<file path="config.mk">
export PLATFORM = sky130hd
export DESIGN_NAME = vend_fsm_param
export DESIGN_NICKNAME = d
export VERILOG_FILES = /design/src/rtl/vend_fsm_param.sv
export SDC_FILE = /design/constraint.sdc
export NUM_CORES = 1
export LEC_CHECK = 0
export BUFFER_PORTS_ARGS = -buffer_cell sky130_fd_sc_hd__buf_2
export CAP_MARGIN = 40
export CORE_MARGIN = 5
export CORE_UTILIZATION = 61
export CTS_BUF_LIST = sky130_fd_sc_hd__clkbuf_4 sky130_fd_sc_hd__clkbuf_8
export DETAILED_ROUTE_END_ITERATION = 8
export HOLD_SLACK_MARGIN = 0.12
export PLACE_DENSITY = 0.95
export SYNTH_ARGS = -nofsm -noshare
export SYNTH_HDL_FRONTEND = slang
export SYNTH_SLANG_ARGS = --single-unit
export TNS_END_PERCENT = 20
</file>
<file path="constraint.sdc">
create_clock -name clk_i -period 4.1 [get_ports clk_i]
set_input_delay 0.41 -clock clk_i [delete_from_list [all_inputs] [get_ports clk_i]]
set_output_delay 0.41 -clock clk_i [all_outputs]
set_load 0.02 [all_outputs]
</file>
<file path="src/rtl/vend_fsm_param.sv">
// Parameterised vending controller: accumulates one-hot coins into credit, dispenses
// one product per request and returns any remainder as a one-cycle change strobe.
module vend_fsm_param #(
  parameter int NPROD    = 4,
  parameter int NCOIN    = 3,
  parameter int CREDIT_W = 6,
  parameter logic [NPROD*CREDIT_W-1:0] PRICES    = {6'd9, 6'd7, 6'd5, 6'd3},
  parameter logic [NCOIN*CREDIT_W-1:0] COIN_VALS = {6'd5, 6'd2, 6'd1}
) (
  input  logic                clk_i,
  input  logic                rst_ni,
  input  logic [NCOIN-1:0]    coin_i,
  input  logic [NPROD-1:0]    sel_i,
  input  logic                cancel_i,
  output logic [NPROD-1:0]    dispense_o,
  output logic [CREDIT_W-1:0] change_val_o,
  output logic                change_vld_o,
  output logic [CREDIT_W-1:0] credit_o,
  output logic                coin_rej_o,
  output logic [2:0]          status_o
);

  typedef enum logic [1:0] {IDLE, ACCUM, VEND, CHANGE} state_t;

  localparam int ERR = 2, SHORT = 1, OK = 0;

  state_t              state_q;
  logic [CREDIT_W-1:0] credit_q, change_val_q;
  logic [NPROD-1:0]    dispense_q;
  logic                change_vld_q, coin_rej_q;
  logic [2:0]          status_q;

  logic                coin_one, coin_any, sel_one, sel_any;
  logic [CREDIT_W-1:0] coin_val, price;
  logic [CREDIT_W:0]   sum;

  assign coin_any = |coin_i;
  assign sel_any  = |sel_i;
  assign coin_one = $onehot(coin_i);
  assign sel_one  = $onehot(sel_i);

  // One-hot selects make a masked OR equivalent to an indexed lookup.
  always_comb begin
    coin_val = '0;
    for (int i = 0; i < NCOIN; i++)
      if (coin_i[i]) coin_val = coin_val | COIN_VALS[i*CREDIT_W +: CREDIT_W];
    price = '0;
    for (int k = 0; k < NPROD; k++)
      if (sel_i[k]) price = price | PRICES[k*CREDIT_W +: CREDIT_W];
  end

  // Extra carry bit flags a coin that would overflow the credit register.
  assign sum = {1'b0, credit_q} + {1'b0, coin_val};

  always_ff @(posedge clk_i or negedge rst_ni) begin
    if (!rst_ni) begin
      state_q      <= IDLE;
      credit_q     <= '0;
      dispense_q   <= '0;
      change_val_q <= '0;
      change_vld_q <= 1'b0;
      coin_rej_q   <= 1'b0;
      status_q     <= '0;
    end else begin
      dispense_q   <= '0;
      change_val_q <= '0;
      change_vld_q <= 1'b0;
      coin_rej_q   <= 1'b0;
      status_q     <= '0;
      case (state_q)
        IDLE, ACCUM: begin
          if (cancel_i) begin
            coin_rej_q <= coin_any;
            if (state_q == ACCUM) begin
              state_q      <= CHANGE;
              change_vld_q <= 1'b1;
              change_val_q <= credit_q;
            end
          end else begin
            if (sel_any && !sel_one) status_q[ERR] <= 1'b1;
            if (coin_any && !coin_one) begin
              status_q[ERR] <= 1'b1;
              coin_rej_q    <= 1'b1;
            end
            if (sel_one) begin
              if (coin_any) coin_rej_q <= 1'b1;
              if (credit_q >= price) begin
                state_q       <= VEND;
                credit_q      <= credit_q - price;
                dispense_q    <= sel_i;
                status_q[OK]  <= 1'b1;
              end else begin
                status_q[SHORT] <= 1'b1;
              end
            end else if (coin_one) begin
              if (sum[CREDIT_W]) begin
                coin_rej_q <= 1'b1;
              end else begin
                credit_q <= sum[CREDIT_W-1:0];
                state_q  <= ACCUM;
              end
            end
          end
        end
        VEND: begin
          coin_rej_q <= coin_any;
          if (credit_q != '0) begin
            state_q      <= CHANGE;
            change_vld_q <= 1'b1;
            change_val_q <= credit_q;
          end else begin
            state_q <= IDLE;
          end
        end
        CHANGE: begin
          coin_rej_q <= coin_any;
          credit_q   <= '0;
          state_q    <= IDLE;
        end
        default: state_q <= IDLE;
      endcase
    end
  end

  assign dispense_o   = dispense_q;
  assign change_val_o = change_val_q;
  assign change_vld_o = change_vld_q;
  assign credit_o     = credit_q;
  assign coin_rej_o   = coin_rej_q;
  assign status_o     = status_q;

endmodule
</file>
==> key figures <==
Final layout
  • Antenna diode count: 0
  • Post-route design area: 0.00168 mm²
  • Area growth syn-to-layout: 13.5%
  • FF/Latch Area: 576 µm²
  • Layout Nets: 208
  • Finished Core Util: 74.0%
  • Layout cells sized above 1: between 20% and 30%
  • Multi-input gate area: 842 µm²
  • Fillers: 167

Synthesis
  • Post-synthesis simple-gate area fraction: 20.5%
  • Distinct cells, synth: 42
  • Compound-Gate Fraction of Synth Area: 15.8%
  • Post-Synth Adder-Cell Area: 15.5%
  • Synth Cell Area: 0.00148 mm²
  • Cells after Synth: 150
  • Mux share of post-synthesis cell area: 3.79%
  • Fraction of registers with async set/reset: 100%
  • Register area share after synthesis: 38.8%
  • Synth Flop Type: dfrtp_1
  • Synth Area in XOR/XNOR: 1.18%
  • Syn_area_per_cell: around 9.9 µm²
  • Number of synthesized flops with an enable pin: 0
  • Largest family of logic cells by synthesized area: simple AND/OR/NAND/NOR gates
  • Syn_nets: approximately 180
  • Register bit count reported by yosys: 23
  • Syn. warnings: 0

Timing
  • Min Hold Slack: 0.330 ns
  • Max Freq: 357 MHz
  • RSZ-0062 raised after global routing: false
  • Slew Limit Fails: 0
  • Tmin final: 2.80 ns
  • Clock Skew: 0.00754 ns
  • Final hold violation count: 0
  • Final setup TNS: 0 ns
  • Setup-failing EPs final: 0
  • Tcrit/Tclk final: 68.4%
  • Worst Max-Slew Pin Slew: 0.558 ns
  • Max transition margin: 62.7%

Power and ir drop
  • Design Power: between 1000 and 1500 µW
  • PD cells: 678 mW/mm²
  • Leak: 0.000885 µW
  • Worst IR Drop VDD: 0.535 mV

Clocking
  • Clock Path Buffers: 2
  • CTS buffer count: 3
  • Skew-Pair Late Insertion Delay: ~0.32 ns
  • H-tree Lvls: 1
  • CTS resizes: 0
  • Clock-pin transition on the worst setup and hold timing paths: 0.12 ns
  • CTS tree: yes
  • Root Driver: clkbuf_4
  • Hold-fix buffers, CTS: 1
  • CTS sink cnt: 23
  • Post-CTS Setup Inserts: 0

Critical path
  • R2r worst-path depth: 9
  • CP max-delay cell: fa_1
  • Critical Path Fanout Max: 9
  • Critical Path Sink Type: flop
  • Critical path buffers and inverters: 3
  • Cell count along the critical path: 11
  • Critical path cell sequence: buf_2, inv_1, fa_1, inv_1, ha_1, ha_1, nor3b_2, nor2_2, a21oi_2, and2_4, mux2_4
  • Largest stage delay on the critical path: 0.53 ns
  • CP Launch Type: input port
  • R2R Setup Slk: around 1.5 ns
  • Critical Path RT: 4.31 ns
  • WP data arrival: 3.02 ns
  • CP Class: in -> reg
  • Delay-heaviest family, CP: adder cells

Placed design
  • GP Congestion: between 0.9 and 1
  • Post-DP Area: roughly 0.0016 mm²
  • # port buffers: 30
  • Hpwl dp: around 2600 µm

Die
  • Starting Density: 65.2%
  • Die area: 0.00352 mm²
  • Die W: between 50 and 60 µm
  • Core ar.: around 0.0023 mm²
  • Die Ht: 59.3 µm
  • Row cnt: 17
  • Io pins: 31

Route
  • Vias per inst: between 5 and 6
  • Antenna viol nets, final: 0
  • DR pass1 iterations: 4
  • DR iter-0 viols: 44
  • Routed wire length: between 3000 and 4000 µm
  • Vias: 1243
  • # DRC: 0
  • Drt wl/cell: 16.1 µm

GRT
  • Grt total ovfl: 0
  • Antenna violations before repair: 0
  • Vias in the first global route: roughly 1200
  • GRT Util Overall: 21.0%
  • First-pass GRT wire length: 5640 µm
  • Largest net degree at the start of global routing: 24

Run status
  • Outcome: finished, final reports clean

Flow run
  • Maxcap violations: 0

Min path
  • Hold Crit Class: in -> reg
  • Hold depth: 2
state kept, by name, indices dropped and copies added (netlist names):
register / flops
change_val_o: 6
coin_rej_o: 1
status_o: 3
credit_o: 6
dispense_o: 4
change_vld_o: 1
state_q: 2
per-stage QoR:
| stage | std cells | setup WS [ns] |
|---|---|---|
| 6_report | 209 | 1.30 |
| 5_1_grt | 209 | 1.16 |
| 4_1_cts | 209 | 1.33 |
| 3_5_place_dp | 204 | 0.986 |
| 3_3_place_gp | 204 | 1.06 |
| 2_1_floorplan | 150 | 1.25 |
routing by layer:
layer	wire, µm	share of wire, %	global-route usage, %
met1	1310	39	25.9
met2	1690	50	36.0
met3	264	7.8	3.70
met4	107	3.2	8.09
met5	0	0	0
kinds of logic after synthesis:
| family | Yosys count |
|---|---|
| buffers and inverters | 15 |
| xor gates and xnor gates | 2 |
| AOI/OAI and AO/OA | 36 |
| DFF | 23 |
| and+or+nand+nor | 54 |
| adders and majority gates | 16 |
| muxes | 4 |
power by group:
group | internal (µW) | leakage [µW] | total (µW) | switching [µW]
combinational | 276 | 0.000571 | 647 | 372
sequential | 293 | 0.000300 | 385 | 92.4
clock | 37.3 | 0.0000139 | 109 | 71.4
total | 606 | 0.000885 | 1140 | 536
cell usage after synthesis, types with 2 or more instances:
library cell | count | area share (%)
nand2_1 | 8 | 2.0
a21oi_1 | 12 | 4.0
nor2_1 | 14 | 3.5
fa_1 | 4 | 5.4
nand3_1 | 2 | 0.67
o21a_1 | 2 | 1.0
nor3b_1 | 2 | 1.0
nor2b_1 | 8 | 3.4
nor2_2 | 2 | 0.84
mux2_4 | 3 | 3.0
a31o_2 | 2 | 1.2
nor3_1 | 3 | 1.0
ha_1 | 12 | 10
a31oi_1 | 5 | 2.1
and2_1 | 5 | 2.1
inv_1 | 11 | 2.8
a211oi_1 | 2 | 1.0
a21o_1 | 4 | 2.0
o21ai_0 | 3 | 1.0
dfrtp_1 | 23 | 39
buf_2 | 2 | 0.67
final timing paths:
check	from	to
worst max-delay path	sel_i[0]	credit_o[2]
worst min-delay path	sel_i[3]	dispense_o[3]
worst max register to register	credit_o[0]	state_q[0]
worst min register to register	credit_o[5]	change_val_o[5]
max in group asynchronous	rst_ni	credit_o[2]
min in group asynchronous	rst_ni	change_val_o[3]
cell usage in the layout (no fill, tap or decap), drive strengths merged, types with 2 or more instances in the layout:
cell and n:
a21oi 13, o21ai 3, clkbuf 3, nor2 16, nand4 2, nor3 3, mux2 4, nor2b 8
and2 6, o21a 2, a31oi 5, ha 12, nand3 2, nand2 8, nor3b 3, a211oi 2
or3b 2, fa 4, buf 30, a31o 2, inv 11, a21o 4, dfrtp 23
layout make-up:
cell class / instances / area share (%)
Multi-Input combinational cell: 112 / 50.0
Sequential cell: 23 / 34.2
Timing Repair Buffer: 31 / 9.51
Inverter: 11 / 2.45
Tap cell: 28 / 2.08
Clock buffer: 3 / 1.34
Clock inverter: 1 / 0.446
Power figures use the tool's default switching activity.
